==> src/rtl/axi4_lite_pkg.sv <==
// Constants and helpers shared by the AXI4-Lite master and responder.
package axi4_lite_pkg;

  localparam logic [1:0] RESP_OKAY   = 2'b00;
  localparam logic [1:0] RESP_EXOKAY = 2'b01;
  localparam logic [1:0] RESP_SLVERR = 2'b10;
  localparam logic [1:0] RESP_DECERR = 2'b11;

  // Number of address bits that select a byte within one data word.
  function automatic int addr_lsb(input int data_width);
    return $clog2(data_width / 8);
  endfunction

endpackage

==> src/rtl/axi4_lite_regfile.sv <==
// Register storage: byte-strobed synchronous write port, combinational read, flat export.
module axi4_lite_regfile #(
  parameter int DATA_WIDTH = 32,
  parameter int NUM_REGS   = 8,
  localparam int IDX_W     = $clog2(NUM_REGS),
  localparam int STRB_W    = DATA_WIDTH / 8
) (
  input  logic                           clk,
  input  logic                           reset_n,
  input  logic                           we,
  input  logic [IDX_W-1:0]               idx,
  input  logic [DATA_WIDTH-1:0]          wdata,
  input  logic [STRB_W-1:0]              wstrb,
  input  logic [IDX_W-1:0]               rd_idx,
  output logic [DATA_WIDTH-1:0]          rd_data,
  output logic [NUM_REGS*DATA_WIDTH-1:0] regs_out
);

  logic [DATA_WIDTH-1:0] regs_q [NUM_REGS];
  logic [DATA_WIDTH-1:0] regs_d [NUM_REGS];

  always_comb begin
    regs_d = regs_q;
    if (we) begin
      for (int b = 0; b < STRB_W; b++) begin
        if (wstrb[b]) regs_d[idx][b*8 +: 8] = wdata[b*8 +: 8];
      end
    end
  end

  always_ff @(posedge clk or negedge reset_n) begin
    if (!reset_n) regs_q <= '{default: '0};
    else          regs_q <= regs_d;
  end

  // Reads see the pre-write contents, so a read captured on a commit edge returns old data.
  assign rd_data = regs_q[rd_idx];

  for (genvar i = 0; i < NUM_REGS; i++) begin : g_flat
    assign regs_out[i*DATA_WIDTH +: DATA_WIDTH] = regs_q[i];
  end

endmodule

==> src/rtl/axi4_lite_slave_regs.sv <==
// AXI4-Lite responder terminating all five channels on a bank of software-visible registers.
module axi4_lite_slave_regs
  import axi4_lite_pkg::*;
#(
  parameter int ADDR_WIDTH = 32,
  parameter int DATA_WIDTH = 32,
  parameter int NUM_REGS   = 8
) (
  input  logic                           clk,
  input  logic                           reset_n,
  input  logic [ADDR_WIDTH-1:0]          awaddr,
  input  logic                           awvalid,
  output logic                           awready,
  input  logic [DATA_WIDTH-1:0]          wdata,
  input  logic [DATA_WIDTH/8-1:0]        wstrb,
  input  logic                           wvalid,
  output logic                           wready,
  output logic [1:0]                     bresp,
  output logic                           bvalid,
  input  logic                           bready,
  input  logic [ADDR_WIDTH-1:0]          araddr,
  input  logic                           arvalid,
  output logic                           arready,
  output logic [DATA_WIDTH-1:0]          rdata,
  output logic [1:0]                     rresp,
  output logic                           rvalid,
  input  logic                           rready,
  output logic [NUM_REGS*DATA_WIDTH-1:0] regs_out
);

  localparam int STRB_W   = DATA_WIDTH / 8;
  localparam int ADDR_LSB = addr_lsb(DATA_WIDTH);
  localparam int IDX_W    = $clog2(NUM_REGS);

  function automatic logic in_range(input logic [ADDR_WIDTH-1:0] a);
    return (a >> (ADDR_LSB + IDX_W)) == '0;
  endfunction

  logic                  rdy_en_q,  rdy_en_d;
  logic                  aw_held_q, aw_held_d;
  logic                  w_held_q,  w_held_d;
  logic [ADDR_WIDTH-1:0] awaddr_q,  awaddr_d;
  logic [DATA_WIDTH-1:0] wdata_q,   wdata_d;
  logic [STRB_W-1:0]     wstrb_q,   wstrb_d;
  logic                  bvalid_q,  bvalid_d;
  logic [1:0]            bresp_q,   bresp_d;
  logic                  rvalid_q,  rvalid_d;
  logic [DATA_WIDTH-1:0] rdata_q,   rdata_d;
  logic [1:0]            rresp_q,   rresp_d;

  logic                  aw_hs, w_hs, ar_hs, commit, wr_ok, rd_ok;
  logic [DATA_WIDTH-1:0] rd_data;

  // rdy_en_q holds every ready low during reset and rises on the first edge after release.
  assign awready = rdy_en_q && !aw_held_q && !bvalid_q;
  assign wready  = rdy_en_q && !w_held_q  && !bvalid_q;
  assign arready = rdy_en_q && !rvalid_q;

  assign aw_hs  = awvalid && awready;
  assign w_hs   = wvalid  && wready;
  assign ar_hs  = arvalid && arready;
  assign commit = aw_held_q && w_held_q;
  assign wr_ok  = in_range(awaddr_q);
  assign rd_ok  = in_range(araddr);

  always_comb begin
    rdy_en_d  = 1'b1;
    aw_held_d = aw_held_q;
    w_held_d  = w_held_q;
    awaddr_d  = awaddr_q;
    wdata_d   = wdata_q;
    wstrb_d   = wstrb_q;
    bvalid_d  = bvalid_q;
    bresp_d   = bresp_q;
    rvalid_d  = rvalid_q;
    rdata_d   = rdata_q;
    rresp_d   = rresp_q;

    if (aw_hs) begin
      aw_held_d = 1'b1;
      awaddr_d  = awaddr;
    end
    if (w_hs) begin
      w_held_d = 1'b1;
      wdata_d  = wdata;
      wstrb_d  = wstrb;
    end

    if (commit) begin
      aw_held_d = 1'b0;
      w_held_d  = 1'b0;
      bvalid_d  = 1'b1;
      bresp_d   = wr_ok ? RESP_OKAY : RESP_SLVERR;
    end else if (bvalid_q && bready) begin
      bvalid_d = 1'b0;
    end

    if (ar_hs) begin
      rvalid_d = 1'b1;
      rdata_d  = rd_ok ? rd_data : '0;
      rresp_d  = rd_ok ? RESP_OKAY : RESP_SLVERR;
    end else if (rvalid_q && rready) begin
      rvalid_d = 1'b0;
    end
  end

  always_ff @(posedge clk or negedge reset_n) begin
    if (!reset_n) begin
      rdy_en_q  <= 1'b0;
      aw_held_q <= 1'b0;
      w_held_q  <= 1'b0;
      awaddr_q  <= '0;
      wdata_q   <= '0;
      wstrb_q   <= '0;
      bvalid_q  <= 1'b0;
      bresp_q   <= RESP_OKAY;
      rvalid_q  <= 1'b0;
      rdata_q   <= '0;
      rresp_q   <= RESP_OKAY;
    end else begin
      rdy_en_q  <= rdy_en_d;
      aw_held_q <= aw_held_d;
      w_held_q  <= w_held_d;
      awaddr_q  <= awaddr_d;
      wdata_q   <= wdata_d;
      wstrb_q   <= wstrb_d;
      bvalid_q  <= bvalid_d;
      bresp_q   <= bresp_d;
      rvalid_q  <= rvalid_d;
      rdata_q   <= rdata_d;
      rresp_q   <= rresp_d;
    end
  end

  assign bvalid = bvalid_q;
  assign bresp  = bresp_q;
  assign rvalid = rvalid_q;
  assign rdata  = rdata_q;
  assign rresp  = rresp_q;

  logic unused_addr_lsbs;
  assign unused_addr_lsbs = ^{awaddr_q[ADDR_LSB-1:0], araddr[ADDR_LSB-1:0]};

  axi4_lite_regfile #(
    .DATA_WIDTH(DATA_WIDTH),
    .NUM_REGS  (NUM_REGS)
  ) u_regfile (
    .clk     (clk),
    .reset_n (reset_n),
    .we      (commit && wr_ok),
    .idx     (awaddr_q[ADDR_LSB +: IDX_W]),
    .wdata   (wdata_q),
    .wstrb   (wstrb_q),
    .rd_idx  (araddr[ADDR_LSB +: IDX_W]),
    .rd_data (rd_data),
    .regs_out(regs_out)
  );

endmodule
==> config.mk <==
export PLATFORM = sky130hd
export DESIGN_NAME = axi4_lite_slave_regs
export DESIGN_NICKNAME = d
export VERILOG_FILES = /design/src/rtl/axi4_lite_pkg.sv /design/src/rtl/axi4_lite_regfile.sv /design/src/rtl/axi4_lite_slave_regs.sv
export SDC_FILE = /design/constraint.sdc
export NUM_CORES = 1
export LEC_CHECK = 0
export ABC_AREA = 1
export BUFFER_PORTS_ARGS = -buffer_cell sky130_fd_sc_hd__buf_2
export CAP_MARGIN = 5
export CORE_ASPECT_RATIO = 0.9
export CORE_UTILIZATION = 40
export CTS_BUF_LIST = sky130_fd_sc_hd__clkbuf_8
export DETAILED_ROUTE_END_ITERATION = 16
export GPL_ROUTABILITY_DRIVEN = 0
export PLACE_DENSITY = 0.69
export SLEW_MARGIN = 30
export SYNTH_ARGS = -nofsm -noshare
export SYNTH_HDL_FRONTEND = slang
export SYNTH_SLANG_ARGS = --single-unit
==> constraint.sdc <==
create_clock -name clk -period 1.95 [get_ports clk]
set_input_delay 0 -clock clk [delete_from_list [all_inputs] [get_ports clk]]
set_output_delay 0 -clock clk [all_outputs]
set_load 0.01 [all_outputs]
==> results of run 1 <==
[flip-flops by register name, summed over array words and instances (netlist names)]
register / count
wdata_q: 32
rdata: 32
bresp: 1
awaddr_q: 30
w_held_q: 1
wstrb_q: 4
rvalid: 1
rdy_en_q: 1
bvalid: 1
u_regfile.regs_out: 256
rresp: 1
aw_held_q: 1
[what timing repair did]
action                                 in CTS  in global routing
hold buffers                              107                  0
gates cloned                                2                 11
setup buffers                               4                  6
endpoints found under the hold margin     464                  0
pin swaps                                   1                  9
setup endpoints to repair                  79                259
resized for setup                           3                 64
[report_power, final]
part	leakage, nW	internal [mW]	total (mW)	switching (mW)
sequential	4.88	8.21	10.3	2.04
combinational	7.00	1.74	4.68	2.94
clock	0.721	3.66	6.94	3.29
total	12.6	13.6	21.9	8.27
[metrics by stage]
stage	setup WS [ns]	util (%)	hold WS [ns]	instances	area, sq um
floorplan	0.297	-	-0.296	2098	17500
global placement	0.0578	47.0	-0.0886	2942	20200
detailed placement	-0.0336	47.0	-0.0868	2942	20200
CTS	0.0281	52.6	0.0142	3164	22700
global route	-0.103	54.1	0.0362	3181	23300
finish	0.0277	54.1	0.0636	3182	23300
[layout by cell type (no fill, tap or decap), types with 10 or more instances in the layout]
master | netlist | layout
nand2_2 | 2 | 12
clkbuf_16 | 0 | 10
inv_1 | 10 | 33
nor2_1 | 158 | 150
dlygate4sd3_1 | 0 | 106
nand4_1 | 258 | 258
nand2_1 | 798 | 788
or2_2 | 15 | 15
nand3_1 | 134 | 131
buf_4 | 16 | 44
mux2_2 | 62 | 62
buf_12 | 0 | 30
o21ai_0 | 47 | 47
dfrtp_1 | 361 | 356
buf_2 | 84 | 395
nand3_4 | 0 | 24
clkbuf_8 | 0 | 77
[path summary, 6_finish.rpt]
check | depth (start not counted) | slack, ns | start | to
setup / recovery | 11 | 0.03 | awaddr_q[15]$_DFFE_PN0P_ | u_regfile.regs_out[125]$_DFFE_PN0P_
hold / removal | 3 | 0.06 | bready | bvalid$_DFFE_PN0P_
setup reg to reg | 11 | 0.03 | awaddr_q[15]$_DFFE_PN0P_ | u_regfile.regs_out[125]$_DFFE_PN0P_
hold reg to reg | 2 | 0.47 | rdata[31]$_DFFE_PN0P_ | rdata[31]$_DFFE_PN0P_
max in group asynchronous | 4 | 0.93 | reset_n | wstrb_q[3]$_DFFE_PN0P_
min in group asynchronous | 4 | 0.49 | reset_n | u_regfile.regs_out[46]$_DFFE_PN0P_
[cell families (layout without fill, tap and decap cells)]
kind of cell,Yosys count,count (layout),share of synthesized area [%]
flip-flops,361,361,51.7
multiplexers,62,62,4.00
AO/OA/AOI/OAI,54,54,1.56
buffers and inverters,198,726,5.43
AND/OR/NAND/NOR,1420,1420,37.3
other,2,4,0.0430
[routing by layer]
layer  global-route usage [%]  up-vias
met4                     10.8        0
met5                        0        -
met1                     41.6     8631
met3                     8.42      173
li1                         -     8018
met2                     45.6     1172
[critical path, delay by kind of cell, from the launching register on]
family,cells,cell delay (ns)
DFF,1,0.39
and+or+nand+nor,8,0.93
buffers and inverters,3,0.47
[area by class of cell]
| class | instances | share of cell area, % |
|---|---|---|
| Sequential cell | 361 | 38.8 |
| Clock inverter | 32 | 0.703 |
| Multi-Input combinational cell | 1539 | 33.2 |
| Tap cell | 555 | 2.98 |
| Antenna cell | 1 | 0.0107 |
| Inverter | 14 | 0.242 |
| Clock buffer | 77 | 4.55 |
| Timing Repair Buffer | 603 | 19.5 |
==> results list, run 1 <==
* Result of the run: complete, no violations
- Final setup skew: 0.0291 ns
* Layout cell share with drive strength beyond 1: 27.8%
- Critical Path AT: 2.49 ns
- Synthesis produced a netlist whose cell count is 2097.
- Critical-path top delay cell: dfrtp_1
- Total Neg Setup Slack: 0 ns
- Measured against its own limit, the worst slew margin works out to 42.8%.
- Ranking of synthesized cells by instance count: 798 x nand2_1, 361 x dfrtp_1, 258 x nand4_1
* Number of register bits inferred by synthesis: 361
- Using the TritonRoute via totals, the vias-per-cell ratio works out to 5.65.
- Summed over all cells, the static leakage comes to 12.6 nW.
- The number of antenna violations at the first check in global routing is 0.
- PortBufs: 397
- Global-route wire length before repair: 103000 um
* Maximum number of pins on one net before global-route repair: 91
- Most frequent cell after synthesis: nand2_1
* Total grt overflow: 0
* Most instantiated flip-flop cell in the synthesis netlist: dfrtp_1
- Across the run, the number of max-cap violations was 0.
* Power density over the cells: 939 mW/mm^2
- After filler insertion, the fill cell instance count of the layout stands at 3904.
- Area of the mapped netlist: 0.0175 sq mm
* DR iter-0 viols: 2235
* Clock transition at the registers of the reported paths: 0.06 ns
- Sequential area share after synthesis: 51.7%
* Number of nets still failing antenna checks after routing: 0
- Setup repair after global routing could not meet its margin everywhere.
- Top cells by area in the synthesized netlist: dfrtp_1 52%, nand2_1 17%, nand4_1 9.2%
* Post-route total power: 21.9 mW
- The synthesized design devotes to its leading area cell type 51.7% of total area.
* Met3 wirelength from detailed routing: 8490 um
- In this run the vertical extent of the chip is 200 um.
* Peak supply drop: 0.791 mV
- In the routed design, unresolved DRC markers number 0.
- The worst setup path is of the reg -> reg kind.
- For this run, the number of Yosys warnings is 0.
- Reg area: 0.00904 sq mm
- Final wirelength: 69600 um
- Post-synthesis async set-or-reset flop share: 100%
* Count of final max-slew check failures: 0
* Count of cell types in the netlist: 27
- The initialized floorplan defines 72 standard-cell rows.
* Met1 WL: 28100 um
- Initial core utilization: 40.6%
- The worst setup path is launched from a register.
- Synthesis-to-layout area growth: 33.4%
* Number of iterations in the first detailed-routing pass: 6
* Root cell of the clock tree: clkbuf_8
- At the end of the flow, the number of nets in the layout was 2686.
- I/O pin total: 404
* Cell chain of the critical path: nor2_2 > nand2_1 > nor2_2 > nand2_2 > nor2_4 > buf_12 > buf_16 > buf_12 > nand3_4 > nand2_1 > nand2_1
- Static timing analysis puts the maximum clock frequency at 0.520 GHz.
- H-Tree Level Count: 2
- Via count: 18.0k
- Number of synthesized flops with an enable pin: 0
- The via count of the first global-routing pass came to 17.4k.
- The most numerous cell type found on the critical path is nand2_1.
* Avg Cell Area, Syn: 8.33 sq um
- The clock passes through at most 3 buffers.
- Width of the chip: 222 um
- Category of the worst setup path capture point: register
* Critical Path Fanout Max: 8
- Core region area: 0.0431 sq mm
* DR top layer: met4
- The min-delay analysis places its worst path in the category in -> reg.
- Setup violations remaining at the end of the flow were counted as 0.
- Clock buffers created by TritonCTS: 60
- Clock net sink count: 361
* Routed length on met2: 30700 um
* Final HPWL DP: 44200 um
- Of all cell types, the one taking the most synthesized area is dfrtp_1.
* Crit path required time: 2.52 ns
- In the finished design, the share of the clock period the worst path needs comes to 98.6%.
- Area of the die: 0.0445 sq mm
- Slew at the pin closest to its max-slew limit: 0.858 ns
- TritonCTS built the clock tree.
- Multi-input combinational cell area: 0.00775 sq mm
- Combined global-route utilization of all metal layers: 30.3%
- At the later pin of the worst-skew pair, clock insertion delay measures 0.68 ns.
- Final-report hold violation count: 0
* Delay of the slowest critical-path stage: 0.39 ns
- Wire length per cell: 21.9 um
* Post-layout min period: 1.92 ns
No activity file was read; power rests on OpenSTA's default activity.
==> run 2: changes to the inputs <==
- ABC_AREA: 1 -> unset
- CORE_UTILIZATION: 40 -> 53
- PLACE_DENSITY: 0.69 -> 0.87
- RECOVER_POWER: unset -> 50
==> run 2 against run 1 <==
  * The flow now finishes with violations (negative setup slack)
  * Sequential cell count unchanged
  * Core utilization up 20 points
  * Worst setup slack worse by 0.18 ns
  * Synthesized cell count down 54%
  * Global-route usage up 4.7 points
==> results list, run 2 <==
* Result of the run: finished with violations
* Failing checks: negative setup slack
- Yosys printed 0 warnings.
- Area of the die: 0.0310 sq mm
- After routing the design area is 0.0220 sq mm.
* Number of nets still failing antenna checks after routing: 0
- Leakage: 10.5 nW
- For the final routed database, the setup TNS stands at -25.12 ns.
- Peak supply drop: 0.790 mV
- Synthesis-to-layout area growth: 37.3%
- Sequential power share: 51.1%
* Post-route total power: 18.9 mW
- The first global-routing pass estimated 80200 um of wire.
- For this configuration, the core starts out at a cell density of 53.9%.
* Reg2Reg Depth: 7
- Entering global routing, the biggest net connects 65 pins.
* Number of iterations in the first detailed-routing pass: 7
- The synthesized design contains 0 enable-type register cells.
* Power density over the cells: 859 mW/mm^2
* Category of the critical setup timing path: reg -> reg
* Sequential area share after synthesis: 56.3%
- The clock network burns 34.4% of the power.
* Buffer levels on the longest clock path: 3
- Summed over all layers, the routed wires come to 53400 um.
- During I/O placement, the number of pins put on the boundary was 404.
- The worst hold path terminates at w_held_q$_DFFE_PN0P_.
- For this run, global-route usage on met2 was measured as 56.5%.
- Detailed routing inserted a total of 11.8k vias.
- Via count of the first global-routing pass: 12.9k
- Fmax: 0.476 GHz
* Residual DRC: 0
- Top cell type by total area after synthesis: dfrtp_1
* Layout Nets: 1658
* Post-synthesis async set-or-reset flop share: 100%
- Classification of the worst-slack hold path: in -> reg
- The worst setup path is captured at a register.
* Commonest non-fill, non-tap cells in the layout: 361 x dfrtp_1, 279 x clkbuf_1, 256 x mux2_4
* Worst reg2reg startpoint: awaddr_q[18]$_DFFE_PN0P_
- The register with the most flip-flops in the layout has 256 of them.
- Ranked by total cell area, the synthesized netlist is headed by dfrtp_1 56%, mux2_2 18%, mux4_2 9.0%.
* Placed cell count: 1816
- The region available for standard cell placement spans 0.0298 sq mm.
- Row count: 60
- For this run, the slowest stage of the critical path takes 0.42 ns.
* Number of register bits inferred by synthesis: 361
- Headroom to the max-slew limit came out at 36.7%.
* Avg Cell Area, Syn: 16.5 sq um
* Initial antenna violation count: 2
- In this run the biggest area consumer among cell types represents 56.3% of the synthesized area.
* Combined global-route utilization of all metal layers: 35.0%
- Final-report hold violation count: 0
- The count of final max-slew check failures is 0.
- Dividing the detail-routed via count by the number of cells gives 5.93.
- The library cell used most frequently in the layout, excluding fill and tap cells, is dfrtp_1.
- Hold Path Origin: wvalid
* Net switching power: 5.81 mW
- Family with the most delay on the worst path: simple AND/OR/NAND/NOR gates
- The final critical path takes up 108% of the cycle.
* Non-filler instance count after layout: 1998
* TritonCTS clock tree: built
* Mapped Cells: 975
- Critical-path top delay cell: dfrtp_1
- Buffers inserted during clock tree synthesis total 57.
- Reg-to-Reg End: u_regfile.regs_out[211]$_DFFE_PN0P_
* Hold_ws: 0.0361 ns
- Internal reg-to-reg setup slack: -0.15 ns
- Walking the worst path, the cells encountered are nor4_4 > buf_12 > nand4_4 > buf_6 > nor3_4 > buf_12 > mux2_4.
- After detailed routing, the average wire length per cell comes to 26.7 um.
- Buffer and inverter count on the worst path: 3
* Worst path setup slack after routing: -0.153 ns
* Met3 Use GR: 7.68%
* Critical Path Fanout Max: 8
- Most frequent cell after synthesis: dfrtp_1
* Most instantiated flip-flop cell in the synthesis netlist: dfrtp_1
* Ranking of synthesized cells by instance count: 361 x dfrtp_1, 258 x mux2_2, 64 x mux4_2
* Post-placement cell area: 0.0200 sq mm
- Combinational share of power: 14.5%
- Final setup violation count: 256
- Most prevalent standard cell on the critical path: buf_12
* H-Tree Level Count: 2
* Int Power: 13.1 mW
* PortBufs: 397
- Net switching is 30.7% of the power.
- The clock arrives with 0.0267 ns of skew.
* Met1 usage in global routing: 44.7%
- For the pin with the worst max-slew slack, the measured transition is 0.950 ns.
- Clock-pin slew was measured on the worst setup and hold paths at 0.07 ns.
- Hold path depth: 4
- Final HPWL DP: 33100 um
- The post-route netlist has 45.3% of its cells at a drive strength greater than 1.
* Count of cell types in the netlist: 34
- Across the run, the number of max-cap violations was 0.
- Clock tree synthesis selected as its root buffer the cell clkbuf_8.
- Setup repair after global routing could not meet its margin everywhere.
- DR iter-0 viols: 812
- Crit path required time: 2.42 ns
* Busiest grt layer: met2
- Clock net sink count: 361
* Area of the mapped netlist: 0.0161 sq mm
* Post-layout min period: 2.10 ns
- Floorplan die height: 167 um
* Crit path launch type: register
- Global routing finished with a remaining overflow of 0.
* Critical Path AT: 2.58 ns
* Width of the chip: 185 um
* Clk_lat worst skew: 0.60 ns
[run 2: changes by cell type in the layout (fill, tap and decap cells not counted), sizes merged, moves of 14 or more]
cell         previous run  this run
nand3                 162         1
mux2                   62       322
mux2i                   0        32
dlygate4sd3           106        70
mux4                    0        64
nor2                  159         4
nand4                 258         7
clkbuf                 87       355
nor3                   11        33
o21ai                  47        33
or2                    15         0
buf                   487       207
nand2                 800        35
[run 2: repair_timing]
action / 4_1_cts / 5_1_grt
hold endpoints to repair: 384 / 0
setup endpoints to repair: 263 / 265
cloned: 3 / 1
resized for setup: 114 / 17
pin swaps: 29 / 21
hold buffers: 70 / 0
buffers inserted: 3 / 2
[run 2: layout make-up]
class | count | area (sq um)
Fill cell | 1897 | 7760
Clock buffer | 73 | 1000
Sequential cell | 361 | 9030
Timing Repair Buffer | 559 | 3720
Inverter | 5 | 18.8
Antenna cell | 2 | 5.00
Clock inverter | 28 | 144
Tap cell | 403 | 504
Multi-Input combinational cell | 567 | 7610
[run 2: kinds of logic after synthesis]
| group | count (synthesis) | synth area share (%) |
|---|---|---|
| flops | 361 | 56.3 |
| mux | 418 | 34.9 |
| compound gates | 38 | 1.26 |
| buf+inv | 48 | 1.24 |
| simple gates | 108 | 6.30 |
| other cells | 2 | 0.0468 |
[run 2: worst min-delay path, stage by stage]
cell    delay [ns]
buf_2         0.07
and2_2        0.19
buf_12        0.21
a21o_1        0.10
[run 2: worst max path at each step]
stage                                   from                                  end  cells past startpoint
detailed placement  awaddr_q[11]$_DFFE_PN0P_   u_regfile.regs_out[97]$_DFFE_PN0P_                      6
CTS                 awaddr_q[15]$_DFFE_PN0P_  u_regfile.regs_out[159]$_DFFE_PN0P_                      7
floorplan           awaddr_q[14]$_DFFE_PN0P_   u_regfile.regs_out[42]$_DFFE_PN0P_                      4
finish              awaddr_q[18]$_DFFE_PN0P_  u_regfile.regs_out[211]$_DFFE_PN0P_                      7
global route        awaddr_q[30]$_DFFE_PN0P_   u_regfile.regs_out[55]$_DFFE_PN0P_                      7
global placement    awaddr_q[11]$_DFFE_PN0P_   u_regfile.regs_out[71]$_DFFE_PN0P_                      6
[run 2: layer usage]
metal	wire [um]	vias to the layer above
met2	26100	734
met4	2820	0
met5	0	-
met1	20200	6118
met3	4270	189
li1	-	4805
[run 2: per-stage QoR]
stage | setup WS, ns | util, %
floorplan | -0.315 | -
global placement | -0.138 | 67.0
detailed placement | -0.182 | 67.0
CTS | -0.183 | 75.0
global route | -0.202 | 74.0
finish | -0.153 | 74.0
[run 2: power groups by stage]
| stage | registers (mW) | clock network (mW) | logic, mW |
|---|---|---|---|
| 2_1_floorplan | 9.10 | 0 | 1.57 |
| 3_3_place_gp | 9.47 | 0 | 2.41 |
| 3_5_place_dp | 9.56 | 0 | 2.49 |
| 4_1_cts | 9.52 | 6.53 | 2.68 |
| 5_1_grt | 9.75 | 6.92 | 2.91 |
| 6_report | 9.67 | 6.52 | 2.74 |
